<file path="config.mk">
export PLATFORM = sky130hd
export DESIGN_NAME = uart_rx
export DESIGN_NICKNAME = d
export VERILOG_FILES = /design/src/rtl/uart_pkg.sv /design/src/rtl/uart_sync.sv /design/src/rtl/uart_rx.sv
export SDC_FILE = /design/constraint.sdc
export NUM_CORES = 1
export LEC_CHECK = 0
export BUFFER_PORTS_ARGS = -buffer_cell sky130_fd_sc_hd__buf_4
export CAP_MARGIN = 10
export CORE_MARGIN = 2
export CORE_UTILIZATION = 43
export DETAILED_ROUTE_END_ITERATION = 12
export PLACE_DENSITY = 0.58
export SYNTH_ARGS = -nofsm -noshare
export SYNTH_HDL_FRONTEND = slang
export SYNTH_SLANG_ARGS = --single-unit
export TNS_END_PERCENT = 30
</file>
<file path="constraint.sdc">
create_clock -name clk -period 2.6 [get_ports clk]
set_input_delay 0.13 -clock clk [delete_from_list [all_inputs] [get_ports clk]]
set_output_delay 0.13 -clock clk [all_outputs]
set_load 0.03 [all_outputs]
</file>
<file path="src/rtl/uart_pkg.sv">
// ---------------------------------------------------------------------------
// uart_pkg
// Shared definitions for the UART blocks (uart_rx and uart_tx).
//   - rx_state_t   : receiver FSM state encoding
//   - DATA_BITS    : payload bits per frame (8N1)
//   - clks_per_bit : system clocks per serial bit, integer division
// ---------------------------------------------------------------------------
package uart_pkg;

    localparam int DATA_BITS = 8;

    typedef enum logic [2:0] {
        IDLE    = 3'd0,
        START   = 3'd1,
        DATA    = 3'd2,
        STOP    = 3'd3,
        CLEANUP = 3'd4
    } rx_state_t;

    // Truncating division: the bit period is rounded down to whole clocks.
    // The receiver relies on the result being at least 4.
    function automatic int clks_per_bit(input int freq, input int baud);
        return freq / baud;
    endfunction

endpackage

</file>
<file path="src/rtl/uart_sync.sv">
// ---------------------------------------------------------------------------
// uart_sync
// N-stage flop synchroniser for a single asynchronous input. Stages reset
// to 1 so an idle-high serial line does not look like a start bit after
// reset. Reusable for any asynchronous single-bit input.
// Ports:
//   clk_i    in  1  destination clock
//   reset_ni in  1  asynchronous, active-low reset (stages go to 1)
//   d_i      in  1  asynchronous input
//   q_o      out 1  synchronised output, N cycles of latency
// Parameters:
//   N  number of flop stages, must be >= 2
// ---------------------------------------------------------------------------
module uart_sync #(
    parameter int N = 2
) (
    input  logic clk_i,
    input  logic reset_ni,
    input  logic d_i,
    output logic q_o
);

    logic [N-1:0] stage_q;

    always_ff @(posedge clk_i or negedge reset_ni) begin
        if (!reset_ni) begin
            stage_q <= '1;
        end else begin
            stage_q <= {stage_q[N-2:0], d_i};
        end
    end

    assign q_o = stage_q[N-1];

endmodule

</file>
<file path="src/rtl/uart_rx.sv">
// ---------------------------------------------------------------------------
// uart_rx
// UART receiver, 8N1, LSB first. The serial line passes through a 2-flop
// synchroniser and each bit is sampled near mid-bit. A good frame updates
// rx_byte with a one-cycle rx_dv strobe; a low stop bit discards the byte
// and raises a one-cycle frame_err strobe.
//
// Ports:
//   clk        in   1  system clock, all logic on posedge
//   reset_n    in   1  asynchronous, active-low reset
//   rx_serial  in   1  asynchronous serial line, idle high
//   rx_byte    out  8  last correctly framed byte, held until the next one
//   rx_dv      out  1  one-cycle pulse: rx_byte updated this cycle
//   frame_err  out  1  one-cycle pulse: stop bit low, byte discarded
//   rx_busy    out  1  high from start-bit detect until back in IDLE
//
// Parameters:
//   FREQUENCY  system clock frequency in Hz
//   BAUD_RATE  serial bit rate; FREQUENCY/BAUD_RATE must be >= 4
//
// Build option:
//   UART_RX_MAJORITY_EN  when defined, every sample point (start check,
//   data bits, stop bit) uses the 2-of-3 majority of the synchronised line
//   at target-1, target and target+1, decided at target+1. All sampling
//   after the start check therefore moves one cycle later.
// ---------------------------------------------------------------------------
module uart_rx
    import uart_pkg::*;
#(
    parameter int FREQUENCY = 10000000,
    parameter int BAUD_RATE = 9600
) (
    input  logic       clk,
    input  logic       reset_n,
    input  logic       rx_serial,
    output logic [7:0] rx_byte,
    output logic       rx_dv,
    output logic       frame_err,
    output logic       rx_busy
);

    localparam int CLKS_PER_BIT = clks_per_bit(FREQUENCY, BAUD_RATE);
    localparam int CNT_W        = $clog2(CLKS_PER_BIT);
    localparam int HALF         = (CLKS_PER_BIT - 1) / 2;

    localparam logic [CNT_W-1:0] LAST_CNT = CNT_W'(CLKS_PER_BIT - 1);

    // The start check is where the one-cycle vote delay is introduced; every
    // later sample point is a whole bit period after it, so it inherits the
    // shift without the counter ever passing CLKS_PER_BIT-1.
`ifdef UART_RX_MAJORITY_EN
    localparam logic [CNT_W-1:0] START_CNT = CNT_W'(HALF + 1);
`else
    localparam logic [CNT_W-1:0] START_CNT = CNT_W'(HALF);
`endif

    localparam logic [2:0] LAST_BIT = 3'(DATA_BITS - 1);

    logic rx_s;
    logic sample;

    rx_state_t             state_q,   state_d;
    logic [CNT_W-1:0]      clk_cnt_q, clk_cnt_d;
    logic [2:0]            bit_idx_q, bit_idx_d;
    logic [DATA_BITS-1:0]  shift_q,   shift_d;
    logic [DATA_BITS-1:0]  byte_q,    byte_d;
    logic                  dv_q,      dv_d;
    logic                  err_q,     err_d;
    logic                  busy_q,    busy_d;

    uart_sync #(
        .N(2)
    ) u_sync (
        .clk_i   (clk),
        .reset_ni(reset_n),
        .d_i     (rx_serial),
        .q_o     (rx_s)
    );

`ifdef UART_RX_MAJORITY_EN
    // vote_q[0] holds rx_s from one cycle ago, vote_q[1] from two cycles ago,
    // so together with the live rx_s they form a three-sample window.
    logic [1:0] vote_q;

    always_ff @(posedge clk or negedge reset_n) begin
        if (!reset_n) begin
            vote_q <= 2'b11;
        end else begin
            vote_q <= {vote_q[0], rx_s};
        end
    end

    assign sample = (rx_s & vote_q[0]) | (rx_s & vote_q[1]) | (vote_q[0] & vote_q[1]);
`else
    assign sample = rx_s;
`endif

    always_ff @(posedge clk or negedge reset_n) begin
        if (!reset_n) begin
            state_q   <= IDLE;
            clk_cnt_q <= '0;
            bit_idx_q <= '0;
            shift_q   <= '0;
            byte_q    <= '0;
            dv_q      <= 1'b0;
            err_q     <= 1'b0;
            busy_q    <= 1'b0;
        end else begin
            state_q   <= state_d;
            clk_cnt_q <= clk_cnt_d;
            bit_idx_q <= bit_idx_d;
            shift_q   <= shift_d;
            byte_q    <= byte_d;
            dv_q      <= dv_d;
            err_q     <= err_d;
            busy_q    <= busy_d;
        end
    end

    // Strobes default low every cycle, which makes rx_dv and frame_err
    // single-cycle pulses: STOP always hands over to CLEANUP immediately.
    always_comb begin
        state_d   = state_q;
        clk_cnt_d = clk_cnt_q;
        bit_idx_d = bit_idx_q;
        shift_d   = shift_q;
        byte_d    = byte_q;
        dv_d      = 1'b0;
        err_d     = 1'b0;
        busy_d    = busy_q;

        case (state_q)
            IDLE: begin
                clk_cnt_d = '0;
                bit_idx_d = '0;
                if (!rx_s) begin
                    state_d = START;
                    busy_d  = 1'b1;
                end
            end

            // Re-check the start bit near its middle so that short low
            // glitches on the line are rejected without any strobe.
            START: begin
                if (clk_cnt_q == START_CNT) begin
                    clk_cnt_d = '0;
                    if (!sample) begin
                        state_d = DATA;
                    end else begin
                        state_d = IDLE;
                        busy_d  = 1'b0;
                    end
                end else begin
                    clk_cnt_d = clk_cnt_q + CNT_W'(1);
                end
            end

            DATA: begin
                if (clk_cnt_q == LAST_CNT) begin
                    clk_cnt_d          = '0;
                    shift_d[bit_idx_q] = sample;
                    if (bit_idx_q == LAST_BIT) begin
                        bit_idx_d = '0;
                        state_d   = STOP;
                    end else begin
                        bit_idx_d = bit_idx_q + 3'd1;
                    end
                end else begin
                    clk_cnt_d = clk_cnt_q + CNT_W'(1);
                end
            end

            // The stop bit is judged at its middle; leaving for IDLE two
            // cycles later lets a back-to-back start edge be caught without
            // needing any idle time on the line.
            STOP: begin
                if (clk_cnt_q == LAST_CNT) begin
                    clk_cnt_d = '0;
                    state_d   = CLEANUP;
                    if (sample) begin
                        byte_d = shift_q;
                        dv_d   = 1'b1;
                    end else begin
                        err_d = 1'b1;
                    end
                end else begin
                    clk_cnt_d = clk_cnt_q + CNT_W'(1);
                end
            end

            CLEANUP: begin
                busy_d  = 1'b0;
                state_d = IDLE;
            end

            default: begin
                state_d   = IDLE;
                clk_cnt_d = '0;
                bit_idx_d = '0;
                busy_d    = 1'b0;
            end
        endcase
    end

    assign rx_byte   = byte_q;
    assign rx_dv     = dv_q;
    assign frame_err = err_q;
    assign rx_busy   = busy_q;

endmodule
</file>
==> results_dict.tcl, run 1 <==
set metrics [dict create \
    crit_path_end "rx_byte[5]" \
    layout-drive-gt1-share_pct 25.49 \
    portBuffers 13 \
    grt_max_degree 39 \
    crit_path_top_delay_cell "nor3_4" \
    clock.fmax_mhz 431.7 \
    yosysUniqueCellTypes 41 \
    fp.dieH_um 71.70 \
    synth_warnings 0 \
    hold_violations 0 \
    worstMarginPinSlew_ns 0.7136 \
    skew_ns 0.005549 \
    reg2reg_depth 6 \
    dr.pass1.iters 4 \
    ys.flop_type "dfrtp_1" \
    r2r-start "clk_cnt_q[0]" \
    crit_chain "inv_1 -> ha_1 -> nor2b_1 -> nand4_4 -> nor3_4 -> mux2_2" \
    cts_num_sinks 38 \
    chipWidth_um 71.70 \
    io_pins 14 \
    first_global_vias 1412 \
    dp.cells 246 \
    cts-root-buf "clkbuf_8" \
    synthToLayoutAreaGrowth_pct 15.81 \
    synth_top_cell_area_share_pct 45.71 \
    final_util_pct 52.05 \
    required_ns 2.78 \
    insertion_delay_ns 0.30 \
    endpoint_kind "flop" \
    min_period_over_period_pct 89.10 \
    worstHoldPathType "in -> async" \
    wl_per_cell_um 15.54 \
    crit_path_max_fanout 14 \
    critical_path_class "reg -> reg" \
    cts_resized 0 \
    place_hpwl_mm 2.715 \
    rr_endpoint "rx_byte[5]" \
    power-per-cell-area_mw_per_mm2 538.5 \
    status "complete, no violations" \
    p_leak_nw 0.9698 \
    wirelength_mm 3.979 \
    overflow 0 \
    slowest_delay_ns 0.44 \
    grt_pass1_wl_mm 6.831 \
    critPathLaunchType "flop" \
    clockBufferDepth 2 \
    syn_area_per_cell_um2 10.65 \
    via_count 1466 \
    r2r_slack_ns 0.28 \
    ys_ff_latch 38 \
    drtIter0Drc 92 \
    syn_area_mm2 0.001971 \
    synthCells 185 \
    finalSetupTns_ns 0 \
    vias_per_cell 5.727 \
    yosysTopAreaCell "dfrtp_1" \
    cp.arrival_ns 2.50 \
    crit_start "clk_cnt_q[0]" \
    ys_top_cells_by_count "dfrtp_1 (36), nand2_1 (25), mux2_2 (14)" \
    initial_core_util_pct 44.95 \
    cap_violations 0 \
    peakVddDrop_v 0.0003690 \
    setup_viol_count_final 0 \
    die_area_mm2 0.005140 \
    antenna_found_initial 0 \
    core_mm2 0.004384 \
    cts_inserted_buffers 5 \
    async_flop_share_pct 100.0 \
    track_usage_pct 16.98 \
    final_cells 256 \
    h-tree-depth 2 \
    final-max-slew-violation-count 0 \
    post-route-min-period_ns 2.317 \
    num_antenna_cells 0 \
    synth-edff-count 0 \
    synth_most_common_cell "dfrtp_1" \
    rsz0062_at_grt "no" \
    slew_headroom_pct 52.21 \
    yosys-top-cells-area "dfrtp_1 (46%), mux2_2 (8.0%), nand2_1 (4.8%)" \
    syn_nets 192 \
    clk_pin_slew_worst_paths_ns 0.08 \
    antenna_left 0 \
    cts_tree "done" \
    drcViolationCount 0 \
    ys_seq_area_share_pct 48.38 \
    rows 24 \
    place_congestion 0.7947 \
    layout.nets 210 \
    fillCellCount 406 \
]
==> metrics by stage <==
step	hold WS [ns]	setup slack, ns	total power [W]	instance area [µm²]
finish	0.3294	0.2833	0.001229	2282
global route	0.3614	0.1133	0.001265	2282
CTS	0.3556	0.2672	0.001239	2282
detailed placement	0.1321	0.2815	0.0006247	2125
global placement	0.1208	0.3957	0.0006241	2125
floorplan	-0.1656	0.6239	0.0006090	1971
==> critical path, delay by kind of cell (launching register included) <==
kind	cells	cell delay [ns]
simple gates	3	1.16
flops	1	0.43
mux	1	0.40
fa+ha+maj	1	0.13
buf+inv	1	0.08
==> registers in the layout, indices dropped and copies added (netlist names) <==
register and flops:
rx_busy 1, frame_err 1, shift_q 8, clk_cnt_q 11
state_q 3, bit_idx_q 3, u_sync.stage_q 2, rx_dv 1
rx_byte 8
==> cell usage in the layout, fill, tap and decap left out, types with 2 or more instances in the layout <==
cell / count
ha_1: 4
nor4_2: 4
or4_1: 3
mux2_2: 14
o221ai_1: 3
nand2_1: 25
o21ai_0: 8
bufinv_16: 2
nor3_1: 6
nor2_1: 4
o31ai_1: 2
inv_1: 10
a21oi_1: 4
clkbuf_8: 5
o2111ai_1: 4
dfrtp_1: 36
nand3_1: 7
o21a_1: 2
mux2_1: 3
nor4_1: 6
nand2b_1: 3
a22o_1: 3
o211ai_1: 4
dlygate4sd3_1: 2
buf_4: 17
nor2b_1: 5
dfstp_2: 2
==> per-layer routing <==
layer / vias up / track usage, % / wire length, µm
li1: 715 / - / -
met1: 707 / 23.87 / 2005
met2: 38 / 25.41 / 1732
met3: 6 / 4.641 / 193
met4: 0 / 5.660 / 48
met5: - / 0 / 0
==> logic make-up (layout without fill, tap and decap cells) <==
kind of cell	count (synthesis)	count (layout)	synth area share [%]
AOI/OAI and AO/OA	35	35	12.76
muxes	17	17	9.714
buffers and inverters	19	38	4.063
adders and majority gates	4	4	2.540
and+or+nand+nor	72	72	22.54
DFF	38	38	48.38
==> report_power, final <==
group	total, W	leakage (nW)	switching (W)	internal, W
logic	0.0000178	0.397	0.0000133	0.00000447
clock network	0.000615	0.0683	0.000230	0.000385
registers	0.000596	0.504	0.00000292	0.000593
total	0.00123	0.970	0.000247	0.000982
==> area by class of cell <==
type / count / area, µm² / area share [%]
sequential: 38 / 953.4 / 41.78
multi-input combinational: 128 / 937.1 / 41.06
timing repair buffer: 19 / 147.6 / 6.469
clock buffer: 5 / 68.82 / 3.015
clock inverter: 3 / 68.82 / 3.015
tap: 52 / 65.06 / 2.851
inverter: 11 / 41.29 / 1.809
==> worst min-delay path by stage <==
stage,cells after the start,endpoint,start
3_5_place_dp,1,clk_cnt_q[8],reset_n
3_3_place_gp,1,clk_cnt_q[6],reset_n
6_report,2,bit_idx_q[2],reset_n
4_1_cts,2,state_q[2],reset_n
5_1_grt,2,clk_cnt_q[2],reset_n
2_1_floorplan,0,bit_idx_q[0],reset_n
==> what timing repair did <==
item	4_1_cts	5_1_grt
hold buffers	2	0
setup buffers	0	0
hold endpoints to repair	37	0
(Power assumes the default switching activity.)
==> inputs of run 2 (changes only) <==
Settings changed: CAP_MARGIN 10 to 20, SYNTH_HIERARCHICAL set to 1.
==> results_dict.tcl, run 2 <==
set metrics [dict create \
    cts_num_sinks 38 \
    initial_core_util_pct 44.21 \
    ys_ff_latch 38 \
    ys_top_cells_by_count "dfrtp_1 (36), nor2_1 (20), mux2_2 (17)" \
    vias_per_cell 5.667 \
    yosysTopAreaCell "dfrtp_1" \
    synth_most_common_cell "dfrtp_1" \
    p_leak_nw 0.9807 \
    drtIter0Drc 69 \
    largest_register_ffs 11 \
    cts_resized 0 \
    clk_pin_slew_worst_paths_ns 0.08 \
    yosys-top-cells-area "dfrtp_1 (47%), mux2_2 (10%), nor2_1 (3.9%)" \
    wirelength_mm 3.851 \
    layout.nets 200 \
    h-tree-depth 2 \
    final_cell_mix "dfrtp_1 (36), nor2_1 (20), mux2_2 (17)" \
    endpoint_kind "flop" \
    track_usage_pct 16.39 \
    clock.fmax_mhz 462.9 \
    critPathLaunchType "flop" \
    hold_violations 0 \
    antenna_left 0 \
    fillCellCount 390 \
    fp.dieH_um 70.68 \
    final-max-slew-violation-count 0 \
    insertion_delay_ns 0.28 \
    critical_path_class "reg -> reg" \
    synth_warnings 6 \
    place_hpwl_mm 2.659 \
    place_area_mm2 0.002047 \
    synthToLayoutAreaGrowth_pct 13.09 \
    cts_tree "done" \
    post-route-min-period_ns 2.160 \
    async_flop_share_pct 100.0 \
    ys_seq_area_share_pct 49.87 \
    slew_headroom_pct 64.86 \
    num_antenna_cells 0 \
    die_area_mm2 0.004996 \
    synthCells 177 \
    rsz0062_at_grt "no" \
    cts_inserted_buffers 5 \
    ys.flop_type "dfrtp_1" \
    min_period_over_period_pct 83.09 \
    status "complete, no violations" \
    required_ns 2.77 \
    antenna_found_initial 0 \
    worstHoldPathType "in -> async" \
    finalSetupTns_ns 0 \
    cp.arrival_ns 2.33 \
    rows 24 \
    portBuffers 13 \
    final_common_cell "dfrtp_1" \
    fin_area_mm2 0.002162 \
    skew_ns 0.006139 \
    yosysUniqueCellTypes 40 \
    drcViolationCount 0 \
    place_congestion 0.8104 \
    grt_max_degree 39 \
    r2r_slack_ns 0.44 \
    syn_area_per_cell_um2 10.80 \
    synth_top_cell_area_share_pct 47.12 \
    dr.pass1.iters 4 \
    synth-edff-count 0 \
    setup_viol_count_final 0 \
    worstMarginPinSlew_ns 0.5271 \
    via_count 1394 \
    wl_per_cell_um 15.65 \
    crit_path_max_fanout 6 \
    overflow 0 \
    syn_area_mm2 0.001912 \
    cap_violations 0 \
    io_pins 14 \
    layout-drive-gt1-share_pct 23.20 \
    power-per-cell-area_mw_per_mm2 478.4 \
    first_global_vias 1367 \
    cts-root-buf "clkbuf_8" \
    peakVddDrop_v 0.0002184 \
    chipWidth_um 70.68 \
    core_mm2 0.004324 \
    grt_pass1_wl_mm 6.451 \
    clockBufferDepth 2 \
    top_register "clk_cnt_q" \
    syn_nets 184 \
]
run 2: changes by cell type in the layout (fill, tap and decap cells not counted), moves of 4 or more:
cell	previous run	this run
nand2_1	25	11
nand4_1	0	4
nor2_1	4	20
nor4_1	6	0
nor4_2	4	0
o2111ai_1	4	0
run 2: worst paths after layout:
path,start,endpoint,depth (start not counted)
setup / recovery,clk_cnt_q[0],state_q[0],6
hold / removal,reset_n,clk_cnt_q[4],2
setup reg to reg,clk_cnt_q[0],state_q[0],6
hold reg to reg,u_sync/stage_q[0],u_sync/stage_q[1],0
max in group asynchronous,reset_n,u_sync/stage_q[1],2
min in group clk,u_sync/stage_q[0],u_sync/stage_q[1],0
run 2: final cells by class:
class | count | area [µm²] | area share [%]
multi-input combinational | 124 | 893.4 | 41.32
sequential | 38 | 953.4 | 44.10
clock buffer | 6 | 82.58 | 3.819
clock inverter | 2 | 12.51 | 0.5787
tap | 52 | 65.06 | 3.009
inverter | 8 | 30.03 | 1.389
timing repair buffer | 16 | 125.1 | 5.787
run 2: report_power, final:
group | internal (W) | switching (W) | total, W
registers | 0.000594 | 0.00000374 | 0.000597
clock network | 0.000213 | 0.000207 | 0.000420
logic | 0.00000453 | 0.0000124 | 0.0000169
total | 0.000811 | 0.000223 | 0.00103
run 2: per-stage QoR:
step                power [W]  util (%)  std cells  hold slack, ns  setup slack [ns]
finish               0.001034     50.00        246          0.3426            0.4397
global route         0.001079     50.00        246          0.3668            0.3147
CTS                  0.001051     50.00        246          0.3572            0.4548
detailed placement  0.0006246     47.34        236          0.1327            0.4657
global placement    0.0006233     47.34        236          0.1113            0.5848
floorplan           0.0006090         -        177         -0.1656            0.7550
run 2: logic make-up after synthesis:
| family | count (synthesis) | share of synthesized area, % |
|---|---|---|
| multiplexers | 19 | 11.06 |
| AO/OA/AOI/OAI | 24 | 8.181 |
| buffers and inverters | 15 | 3.403 |
| flip-flops | 38 | 49.87 |
| AND/OR/NAND/NOR | 72 | 22.58 |
| adder cells (fa/ha/maj) | 4 | 2.618 |
| XOR/XNOR | 5 | 2.291 |
run 2: what timing repair did:
action / 4_1_cts / 5_1_grt
hold buffers: 2 / 0
buffers inserted: 0 / 0
endpoints found under the hold margin: 37 / 0
run 2: worst max-delay path: stages, from the launching register on:
cell	delay, ns
dfrtp_1	0.44
inv_1	0.08
ha_1	0.15
nor4b_4	0.33
and3_1	0.40
a211o_1	0.29
mux2_2	0.35
run 2: layer usage:
metal	global-route usage, %	up-vias	part of all wire, %
li1	-	668	-
met1	22.79	695	49
met2	25.34	27	47
met3	4.558	4	3.1
met4	4.612	0	0.70
met5	0	-	0
==> inputs of run 3 (changes only) <==
Settings changed: PLACE_DENSITY 0.58 to 0.6.
Clock period 2.6 ns to 1.9 ns, I/O delays scaled along.
==> results_dict.tcl, run 3 (same netlist as run 2, synthesis figures left out) <==
set metrics [dict create \
    status "complete, no violations" \
    crit_family "simple AND/OR/NAND/NOR gates" \
    cts_num_sinks 38 \
    synthToLayoutAreaGrowth_pct 29.91 \
    crit_chain "inv_2 -> ha_4 -> nor4b_4 -> buf_4 -> a41o_1 -> buf_4 -> or4_1 -> o211ai_1" \
    peakVddDrop_v 0.0004052 \
    fin_area_mm2 0.002484 \
    skew_ns 0.007836 \
    grt_util_met3_pct 3.419 \
    critical_path_class "reg -> reg" \
    antenna_left 0 \
    dr.pass1.iters 4 \
    core_mm2 0.004324 \
    place_congestion 0.8473 \
    wl_per_cell_um 16.02 \
    track_usage_pct 17.66 \
    rows 24 \
    place_hpwl_mm 2.930 \
    top_register "clk_cnt_q" \
    dp_slack_ns -0.004520 \
    clock.fmax_mhz 534.9 \
    required_ns 2.11 \
    met2_usage_pct 29.39 \
    grt_pass1_wl_mm 6.941 \
    antenna_found_initial 0 \
    fp.dieH_um 70.68 \
    final_cells 270 \
    layout-drive-gt1-share_pct 37.16 \
    worstMarginPinSlew_ns 0.5014 \
    largest_register_ffs 11 \
    portBuffers 13 \
    num_antenna_cells 0 \
    die_area_mm2 0.004996 \
    cp_num_buf_inv 3 \
    io_pins 14 \
    initial_core_util_pct 44.21 \
    place_area_mm2 0.002160 \
    setup_viol_count_final 0 \
    path_common_cell "buf_4" \
    timing.hold.ws_ns 0.3014 \
    first_global_vias 1474 \
    cts-root-buf "clkbuf_8" \
    drtIter0Drc 54 \
    cts_tree "done" \
    clk_pin_slew_worst_paths_ns 0.08 \
    slew_headroom_pct 66.45 \
    met1_usage_pct 23.48 \
    p_leak_nw 1.151 \
    endpoint_kind "flop" \
    busiest_layer "met2" \
    hold_violations 0 \
    layout_setup_ws_ns 0.03046 \
    crit_path_max_fanout 4 \
    h-tree-depth 2 \
    critPathLaunchType "flop" \
    insertion_delay_ns 0.29 \
    wirelength_mm 4.326 \
    min_period_over_period_pct 98.40 \
    power-per-cell-area_mw_per_mm2 682.5 \
    worstHoldPathType "in -> async" \
    overflow 0 \
    post-route-min-period_ns 1.870 \
    crit_path_top_delay_cell "or4_1" \
    final_util_pct 57.44 \
    via_count 1535 \
    slowest_delay_ns 0.46 \
    grt_max_degree 39 \
    clockBufferDepth 2 \
    vias_per_cell 5.685 \
    chipWidth_um 70.68 \
    cp.arrival_ns 2.08 \
    dp.cells 251 \
    cap_violations 0 \
    final-max-slew-violation-count 0 \
    final_cell_mix "dfrtp_1 (36), buf_4 (36), nor2_1 (17)" \
    layout.nets 224 \
    rsz0062_at_grt "yes" \
    drcViolationCount 0 \
    cts_inserted_buffers 5 \
]
run 3: what timing repair did:
action,4_1_cts,5_1_grt
gates resized for setup,2,21
setup endpoints to repair,9,15
pin swaps,0,11
setup buffers,0,8
hold endpoints to repair,37,0
gates cloned,0,1
hold buffers,2,0
run 3: routing by layer:
metal	vias up	share of wire, %
met2	41	48
li1	716	-
met3	6	4.5
met4	0	1.2
met5	-	0
met1	772	46
run 3: area by class of cell:
class | instances | area (µm²)
Clock inverter | 2 | 60.06
Sequential cell | 38 | 953.4
Timing Repair Buffer | 39 | 301.5
Inverter | 8 | 30.03
Clock buffer | 6 | 82.58
Tap cell | 52 | 65.06
Fill cell | 375 | 1841
Multi-Input combinational cell | 125 | 991.0
run 3: worst paths after layout:
path                                   start           endpoint  slack [ns]  depth (start not counted)
max                             clk_cnt_q[1]       clk_cnt_q[3]        0.03                          8
min                                  reset_n       clk_cnt_q[8]        0.30                          2
max reg2reg                     clk_cnt_q[1]       clk_cnt_q[3]        0.03                          8
min reg2reg                u_sync/stage_q[0]  u_sync/stage_q[1]        0.36                          0
max in group asynchronous            reset_n  u_sync/stage_q[0]        1.23                          2
min in group clk           u_sync/stage_q[0]  u_sync/stage_q[1]        0.36                          0
run 3: stage by stage:
stage               total power (W)  setup TNS [ns]
finish                     0.001695               0
global route               0.001747         -0.2600
detailed placement        0.0008548       -0.008659
CTS                        0.001717               0
global placement          0.0008537               0
floorplan                 0.0008333               0
run 3: report_power, final:
group	switching [W]	leakage (nW)	total, W	internal [W]
registers	0.00000602	0.504	0.000818	0.000812
logic	0.0000169	0.575	0.0000232	0.00000627
clock network	0.000294	0.0714	0.000854	0.000560
total	0.000317	1.15	0.00170	0.00138
